## src/rtl/count_sequencer_pkg.sv

```systemverilog
// Shared types for the count sequencer: command opcodes, FSM states and
// a small state-decode helper.
package count_sequencer_pkg;

    localparam int OP_W = 3;

    typedef enum logic [OP_W-1:0] {
        OP_NOP        = 3'd0,
        OP_LOAD       = 3'd1,
        OP_SET_LIMIT  = 3'd2,
        OP_START_UP   = 3'd3,
        OP_START_DOWN = 3'd4,
        OP_STOP       = 3'd5,
        OP_CLEAR      = 3'd6,
        OP_RSVD       = 3'd7
    } op_e;

    typedef enum logic [1:0] {
        ST_IDLE     = 2'd0,
        ST_RUN_UP   = 2'd1,
        ST_RUN_DOWN = 2'd2,
        ST_DONE     = 2'd3
    } state_e;

    function automatic logic is_run(input state_e st);
        return (st == ST_RUN_UP) || (st == ST_RUN_DOWN);
    endfunction

endpackage

```

## src/rtl/count_sequencer_count_reg.sv

```systemverilog
// WIDTH-bit counter storage: async active-low reset to zero, loads
// load_data when load_en is high, otherwise holds.
module count_reg #(
    parameter int WIDTH = 8
) (
    input  logic             clk,
    input  logic             reset_n,
    input  logic             load_en,
    input  logic [WIDTH-1:0] load_data,
    output logic [WIDTH-1:0] q
);

    // Counter storage flops.
    always_ff @(posedge clk or negedge reset_n) begin
        if (!reset_n) begin
            q <= {WIDTH{1'b0}};
        end else if (load_en) begin
            q <= load_data;
        end
    end

endmodule

```

## src/rtl/count_sequencer.sv

```systemverilog
// Command-driven up/down counter sequencer with one-shot or auto-reload
// operation, terminal-count pulse and busy/done status.
module count_sequencer
    import count_sequencer_pkg::*;
#(
    parameter int               WIDTH     = 8,
    parameter logic [WIDTH-1:0] LIMIT_RST = {WIDTH{1'b1}}
) (
    input  logic             clk,
    input  logic             reset_n,
    input  logic             en_tick,
    input  logic             cmd_valid,
    output logic             cmd_ready,
    input  logic [OP_W-1:0]  cmd_op,
    input  logic [WIDTH-1:0] cmd_data,
    input  logic             cmd_auto,
    output logic [WIDTH-1:0] count,
    output logic [WIDTH-1:0] limit,
    output logic             busy,
    output logic             done,
    output logic             tc
);

    localparam logic [WIDTH-1:0] ZERO = {WIDTH{1'b0}};
    localparam logic [WIDTH-1:0] ONE  = {{(WIDTH-1){1'b0}}, 1'b1};

    state_e           state_r;
    state_e           state_next_s;
    logic [WIDTH-1:0] limit_r;
    logic [WIDTH-1:0] limit_next_s;
    logic             auto_r;
    logic             auto_next_s;
    logic             ready_r;
    logic             tc_r;
    logic             tc_next_s;
    logic             busy_r;
    logic             busy_next_s;
    logic             done_r;
    logic             done_next_s;
    logic [WIDTH-1:0] count_s;
    logic [WIDTH-1:0] count_next_s;
    logic             count_en_s;
    op_e              op_s;
    logic             accept_s;
    logic             step_s;
    logic             at_term_s;

    assign op_s     = op_e'(cmd_op);
    assign accept_s = cmd_valid & ready_r;
    // An accepted command takes priority over a tick in the same cycle.
    assign step_s   = en_tick & ~accept_s & is_run(state_r);

    count_reg #(
        .WIDTH     (WIDTH)
    ) u_count_reg (
        .clk       (clk),
        .reset_n   (reset_n),
        .load_en   (count_en_s),
        .load_data (count_next_s),
        .q         (count_s)
    );

    // Terminal value depends on direction: limit going up, zero going down.
    always_comb begin
        at_term_s = 1'b0;
        if (state_r == ST_RUN_UP) begin
            at_term_s = (count_s == limit_r);
        end else begin
            at_term_s = (count_s == ZERO);
        end
    end

    // FSM state register.
    always_ff @(posedge clk or negedge reset_n) begin
        if (!reset_n) begin
            state_r <= ST_IDLE;
        end else begin
            state_r <= state_next_s;
        end
    end

    // FSM next-state logic.
    always_comb begin
        state_next_s = state_r;
        if (accept_s) begin
            case (op_s)
                OP_START_UP:       state_next_s = ST_RUN_UP;
                OP_START_DOWN:     state_next_s = ST_RUN_DOWN;
                OP_STOP, OP_CLEAR: state_next_s = ST_IDLE;
                default:           state_next_s = state_r;
            endcase
        end else if (step_s && at_term_s && !auto_r) begin
            state_next_s = ST_DONE;
        end else begin
            state_next_s = state_r;
        end
    end

    // FSM output decode, registered so busy/done follow the state register.
    always_comb begin
        busy_next_s = is_run(state_next_s);
        done_next_s = (state_next_s == ST_DONE);
    end

    // Datapath: counter next value, limit, auto flag and terminal pulse.
    always_comb begin
        count_en_s   = 1'b0;
        count_next_s = count_s;
        limit_next_s = limit_r;
        auto_next_s  = auto_r;
        tc_next_s    = 1'b0;
        if (accept_s) begin
            case (op_s)
                OP_LOAD: begin
                    count_en_s   = 1'b1;
                    count_next_s = cmd_data;
                end
                OP_SET_LIMIT: begin
                    limit_next_s = cmd_data;
                end
                OP_START_UP, OP_START_DOWN: begin
                    auto_next_s = cmd_auto;
                end
                OP_CLEAR: begin
                    count_en_s   = 1'b1;
                    count_next_s = ZERO;
                end
                default: begin
                    count_en_s = 1'b0;
                end
            endcase
        end else if (step_s) begin
            tc_next_s = at_term_s;
            if (at_term_s) begin
                // One-shot holds the terminal value; auto-reload restarts.
                if (auto_r) begin
                    count_en_s   = 1'b1;
                    count_next_s = (state_r == ST_RUN_UP) ? ZERO : limit_r;
                end else begin
                    count_en_s = 1'b0;
                end
            end else begin
                count_en_s   = 1'b1;
                count_next_s = (state_r == ST_RUN_UP) ? (count_s + ONE) : (count_s - ONE);
            end
        end else begin
            tc_next_s = 1'b0;
        end
    end

    // Control and status registers.
    always_ff @(posedge clk or negedge reset_n) begin
        if (!reset_n) begin
            limit_r <= LIMIT_RST;
            auto_r  <= 1'b0;
            ready_r <= 1'b0;
            tc_r    <= 1'b0;
            busy_r  <= 1'b0;
            done_r  <= 1'b0;
        end else begin
            limit_r <= limit_next_s;
            auto_r  <= auto_next_s;
            ready_r <= ~accept_s;
            tc_r    <= tc_next_s;
            busy_r  <= busy_next_s;
            done_r  <= done_next_s;
        end
    end

    assign cmd_ready = ready_r;
    assign count     = count_s;
    assign limit     = limit_r;
    assign busy      = busy_r;
    assign done      = done_r;
    assign tc        = tc_r;

endmodule

```

## config.mk

```make
export PLATFORM = sky130hd
export DESIGN_NAME = count_sequencer
export DESIGN_NICKNAME = d
export VERILOG_FILES = /design/src/rtl/count_sequencer_pkg.sv /design/src/rtl/count_sequencer_count_reg.sv /design/src/rtl/count_sequencer.sv
export SDC_FILE = /design/constraint.sdc
export NUM_CORES = 1
export LEC_CHECK = 0
export CAP_MARGIN = 10
export CORE_MARGIN = 5
export CORE_UTILIZATION = 30
export CTS_CLUSTER_SIZE = 25
export DETAILED_ROUTE_END_ITERATION = 16
export HOLD_SLACK_MARGIN = 0.08
export SYNTH_ARGS = -nofsm -noshare
export SYNTH_HDL_FRONTEND = slang
export SYNTH_HIERARCHICAL = 1
export SYNTH_SLANG_ARGS = --single-unit
```

## constraint.sdc

```tcl
create_clock -name clk -period 3.26 [get_ports clk]
set_clock_uncertainty 0.1 [all_clocks]
set_input_delay 0.652 -clock clk [delete_from_list [all_inputs] [get_ports clk]]
set_output_delay 0.652 -clock clk [all_outputs]
set_load 0.02 [all_outputs]
```

== After elaboration in Yosys (flattened, before gate mapping) ==
Cells that the tools add are included.

* Input port bits: 16
* Bits in registers: 23
* Output and inout port bits: 20
* Word-level logic and storage cells: 59

* Add/subtract/negate cells: 2
* Bitwise logic cells: 4
* Multiplexer cells: 18
* Equal/unequal tests: 14
* Reduce and logical (&&, ||, !) cells: 13

{| class="wikitable"
|+ Operator list
! operator !! number
|-
| 2-to-1 mux 8 bit || 6
|-
| one-hot mux 8 bit (2 select lines) || 1
|-
| == test 3 bit (second input constant) || 3
|-
| adder 8 x 1 -> 8 bit (second input constant) || 1
|-
| == test 8 bit || 1
|-
| logical NOT 8 bit || 1
|-
| 2-to-1 mux 1 bit || 8
|-
| subtractor 8 x 1 -> 8 bit (second input constant) || 1
|-
| == test 2 bit (second input constant) || 3
|-
| == test 3 x 2 -> 1 bit (second input constant) || 2
|-
| one-hot mux 2 bit (3 select lines) || 1
|-
| OR reduction 2 bit || 3
|-
| == test 2 x 1 -> 1 bit (second input constant) || 2
|-
| 2-to-1 mux 2 bit || 2
|-
| AND reduction 2 bit || 2
|-
| AND reduction 4 bit || 1
|-
| AND 1 bit || 3
|-
| == test 3 x 1 -> 1 bit (second input constant) || 1
|-
| != test 3 x 1 -> 1 bit (second input constant) || 1
|-
| != test 3 bit (second input constant) || 1
|-
| logical AND 1 bit || 2
|-
| logical OR 1 bit || 2
|-
| nonzero test 2 bit || 1
|-
| logical NOT 1 bit || 1
|-
| NOT 1 bit || 1
|}

== Longest topological paths before layout ==
* Word-level depth: 10
* Gate-level depth with buffers: 11
* Depth with buffers taken out: 10

== Hierarchy ==
Netlist, hierarchy kept.

{| class="wikitable"
|+ Modules (own cells, without submodules)
! module !! instances !! area an instance (sq um) !! cells an instance !! seq. area each (sq um)
|-
| count_sequencer || 1 || 1537.7 || 173 || 385.4
|-
| count_reg || 1 || 331.6 || 17 || 200.2
|}

== Least setup slack after synthesis ==
OpenSTA, ideal clock, no wires.

* Path type: flip-flop to flip-flop
* Start: register state_r[1]
* End: register u_count_reg.q[7]
* Data required time: 3.035 ns
* Path slack: 0.556 ns
* Period minus slack after synthesis: 2.704 ns
* Data arrival time: 2.479 ns
* Buffers on the path: 1
* Stages on the path, launching flop included: 12
* Setup time: 0.125 ns
* Path through: dfrtp_1 inv_1 ha_1 clkbuf_1 inv_1 ha_1 a211oi_1 o21ai_0 o31ai_1 xnor2_1 a31oi_1 mux2_4

* Longest elaborated chain between the ends: 6
* Elaborated cells between the ends (all ways): 17
* Classes of those cells: eq/ne: 3; mux: 10; bitwise: 1; reduce/logical: 3

{| class="wikitable"
|+ Ends and longest elaborated chain
! item !! line !! text
|-
| start: declaration || count_sequencer.sv:27 || <nowiki>state_e state_r;</nowiki>
|-
| start signal: assignment || count_sequencer.sv:78 || <nowiki>state_r <= state_next_s;</nowiki>
|-
| == test 2 x 1 -> 1 bit (*) || count_sequencer.sv:66, count_sequencer.sv:138, count_sequencer.sv:144 ||
|-
| 2-to-1 mux 8 bit || count_sequencer.sv:138 || <nowiki>count_next_s = (state_r == ST_RUN_UP) ? ZERO : limit_r;</nowiki>
|-
| 2-to-1 mux 8 bit || count_sequencer.sv:136 || <nowiki>if (auto_r) begin</nowiki>
|-
| 2-to-1 mux 8 bit (*) || count_sequencer.sv:134 || <nowiki>if (at_term_s) begin</nowiki>
|-
| 2-to-1 mux 8 bit (*) || count_sequencer.sv:132 || <nowiki>end else if (step_s) begin</nowiki>
|-
| 2-to-1 mux 8 bit (*) || count_sequencer.sv:112 || <nowiki>if (accept_s) begin</nowiki>
|-
| net count_next_s[7] || count_sequencer.sv:41 || <nowiki>logic [WIDTH-1:0] count_next_s;</nowiki>
|-
| end signal: assignment || count_sequencer_count_reg.sv:16 || <nowiki>q <= {WIDTH{1'b0}};</nowiki>
|-
| end signal: assignment || count_sequencer_count_reg.sv:18 || <nowiki>q <= load_data;</nowiki>
|-
| end: declaration || count_sequencer_count_reg.sv:10 || <nowiki>output logic [WIDTH-1:0] q</nowiki>
|}

The timed path passes the listed nets; every way through them passes the cells marked *. The select of a mux whose other input is x is not followed.
A chain may end at the register's enable or synchronous reset.

== Worst setup path in the final report ==
* Start: register state_r[1]
* End: register u_count_reg.q[5]

The elaborated chain is that of the path after synthesis.

==> out/results.tsv <==
stage	metric	value	unit
timing	final hold vios	0	
worst_setup_path	critical-path maximum fanout	8	
detailed_routing	drt total wl	4.82	mm
yosys	synthesized net count	216	
clock_network	Setup Fix Bufs, Post-CTS	0	
timing	final setup fails	0	
worst_setup_path	Arr. time, crit path	2.78	ns
detailed_routing	Residual DRC	0	
final_layout	n_diodes	0	
global_route	via count of the first global-routing pass	1634	
clock_network	post-CTS sizing	0	
final_layout	Final nets	256	
yosys	syn_area_per_cell	9.84	µm²
clock_network	CTS clk-pin slew, worst paths	0.08	ns
yosys	largest family of logic cells by synthesized area	compound AO/OA/AOI/OAI gates	
detailed_routing	TritonRoute pass-1 iters	5	
yosys	Synth Warn #	6	
yosys	most common flop cell mapped by yosys	dfrtp_1	
die	DIE HEIGHT	88.9	µm
worst_setup_path	Max stage delay on crit path	0.41	ns
worst_setup_path	Setup crit start	state_r[1]$_DFF_PN0_	
yosys	Synth Cell Area	0.00187	mm²
timing	RSZ-0062 raised after global routing	false	
power	Power Total	1.99	mW
clock_network	clock root buffer	clkbuf_8	
yosys	Yosys cell types	47	
power	Max VDD drop	0.000322	V
worst_setup_path	CP delay by family, top	compound AO/OA/AOI/OAI gates	
clock_network	Num CTS Buffers	3	
final_layout	layout cells sized above 1	0.183	
yosys	post-synthesis mux area share	0.145	
power	Leak	1.00	nW
outcome	outcome	finished, final reports clean	
worst_hold_path	Hold Path Class	register to register	
timing	max-slew violations	0	
yosys	Post-synth ARST share	1.00	
yosys	cell count after synthesis	190	
clock_network	Hold Buf Count CTS	0	
worst_setup_path	critical setup path kind	register to register	
yosys	sequential area share after synthesis	0.313	
worst_setup_path	CP Cell Sequence	inv_1 > ha_1 > inv_1 > ha_1 > o211ai_1 > o21ai_0 > xor2_1 > mux2i_1 > a221oi_1 > mux2_4	
worst_setup_path	Crit. End Element	register	
timing	Fmax	375	MHz
detailed_routing	Routed Antenna Nets	0	
worst_setup_path	Critical Path RT	3.37	ns
clock_network	Clock Path Buffers	2	
clock_network	htree depth	1	
final_layout	Non-Filler Instances	304	
timing	final worst path period share	0.817	
die	Die Wd	88.9	µm
placed_design	DP Cell Count	300	
timing	min cycle time layout	2.66	ns
clock_network	clk sink count	23	
detailed_routing	1st-iter DRT viols	84	
final_layout	area grow syn2layout	26.4	%
global_route	initial antenna violation count	0	
clock_network	worst skew pair latency	0.26	ns
yosys	Post-synth EDFFs	0	
yosys	xor/xnor share of the synthesized area	0.0656	
worst_hold_path	Hold Path Origin	state_r[1]$_DFF_PN0_	
global_route	largest net degree at the start of global routing	21	
placed_design	Detail Placement HPWL	3.69	mm
die	number of I/O pins	36	
worst_setup_path	Slowest-stage cell, CP	dfrtp_1	
die	Starting Density	0.312	
yosys	Compound-Gate Fraction of Synth Area	0.221	
detailed_routing	Avg Vias per Cell	5.31	
worst_setup_path	FF-to-FF Start	state_r[1]$_DFF_PN0_	
die	core footprint	0.00599	mm²
job	Max-Cap Viols	0	
detailed_routing	total number of vias	1614	
detailed_routing	routed length per instance	15.9	µm
yosys	Synth Area in Simple Gates	0.147	
global_route	first-pass GRT wire length	8.02	mm
timing	TNS Setup	0	ns
yosys	FF+latch count, synth	23	
worst_setup_path	Buf/Inv on CP	2	
timing	Max-Slew Margin vs Limit	0.430	
worst_setup_path	startpoint types	register	
placed_design	port bufs	35	
global_route	gr ovfl total	0	
clock_network	CTS tree	built	
die	count of standard-cell rows	28	
die	Die ar.	0.00791	mm²
placed_design	GP Congestion	0.794	
global_route	GRT Overall Usage	0.130	
power	PwrDens	842	mW/mm²
yosys	post-synthesis adder-cell area fraction	0.0710	
timing	worst slew pin tran	0.852	ns
-- layout make-up --
class	instances	area (µm²)
inverter	4	15.0
multi-input combinational	155	1210
fill	591	3630
tap	75	93.8
clock buffer	3	41.3
clock inverter	1	5.00
timing repair buffer	43	410
sequential	23	586
-- state kept, by name, summed over array words and instances, names as in the netlist --
name	cells
u_count_reg/q	8
limit	8
state_r	2
tc	1
auto_r	1
cmd_ready	1
done	1
busy	1
-- layout by cell type, fill, tap and decap left out, types with 2 or more instances in the layout --
master	netlist	routed
a211oi_1	2	2
a21o_1	7	7
a21oi_1	10	10
a221oi_1	5	5
a22oi_1	2	2
a31oi_1	2	2
buf_4	0	8
clkbuf_8	0	3
clkdlybuf4s50_1	0	35
dfrtp_1	15	15
dfstp_2	8	8
ha_1	9	9
inv_1	4	4
mux2_2	8	8
mux2_4	8	8
mux2i_1	6	6
nand2_1	23	23
nand2b_1	4	4
nand3_1	4	4
nand3b_1	2	2
nor2_1	4	4
nor2_2	2	2
nor2b_1	2	2
nor3_1	2	2
o21ai_0	10	10
o2bb2ai_1	8	8
o31ai_1	4	4
xnor2_1	10	10
xor2_1	4	4
-- Yosys cell counts, drive strengths merged (2+ instances only) --
library cell / n / area share
o21ai: 10 / 0.027
ha: 9 / 0.060
nand3b: 2 / 0.0080
a21o: 7 / 0.028
a221oi: 5 / 0.023
a31oi: 2 / 0.0067
dfstp: 8 / 0.11
o2bb2ai: 8 / 0.037
mux2: 16 / 0.11
nor2: 6 / 0.015
dfrtp: 15 / 0.20
xnor2: 10 / 0.047
nand2b: 4 / 0.013
mux2i: 6 / 0.032
a211oi: 2 / 0.0080
nand2: 23 / 0.046
xor2: 4 / 0.019
nor2b: 2 / 0.0067
a22oi: 2 / 0.0080
buf: 4 / 0.022
nand3: 4 / 0.011
nor3: 2 / 0.0054
inv: 4 / 0.0080
o31ai: 4 / 0.016
nor4b: 2 / 0.017
a21oi: 11 / 0.031
clkbuf: 4 / 0.0080
-- kinds of logic after synthesis --
logic type / after synthesis
AO/OA/AOI/OAI: 58
XOR/XNOR: 14
buffers and inverters: 12
AND/OR/NAND/NOR: 51
multiplexers: 22
adder cells (fa/ha/maj): 10
flip-flops: 23
-- layer usage --
layer | GRT usage | vias up | share of wire
met5 | 0 | - | 0
met4 | 0.0460 | 0 | 0.021
met3 | 0.0313 | 8 | 0.070
met2 | 0.200 | 58 | 0.46
met1 | 0.177 | 761 | 0.45
li1 | - | 787 | -
-- metrics by stage --
step                setup slack, ns   util  hold slack [ns]  instance area (µm²)
global placement              0.391  0.387            0.474                 2320
global route                  0.362  0.395            0.546                 2360
detailed placement            0.386  0.387            0.478                 2320
finish                        0.595  0.395            0.502                 2360
CTS                           0.585  0.395            0.506                 2360
floorplan                     0.556      -            0.256                 1870
-- final timing paths --
path,end,slack [ns],cells past startpoint
setup / recovery,u_count_reg/q[5]$_DFFE_PN0P_,0.60,10
hold / removal,state_r[1]$_DFF_PN0_,0.50,1
setup reg to reg,u_count_reg/q[5]$_DFFE_PN0P_,0.60,10
hold reg to reg,state_r[1]$_DFF_PN0_,0.50,1
max in group asynchronous,limit[4]$_DFFE_PN1P_,1.61,2
min in group asynchronous,busy$_DFF_PN0_,0.77,1
-- power breakdown --
group	total [mW]	internal (mW)	switching (mW)
clock	0.178	0.0853	0.0923
sequential	0.572	0.393	0.179
combinational	1.24	0.644	0.598
total	1.99	1.12	0.869
Power figures use the tool's default switching activity.
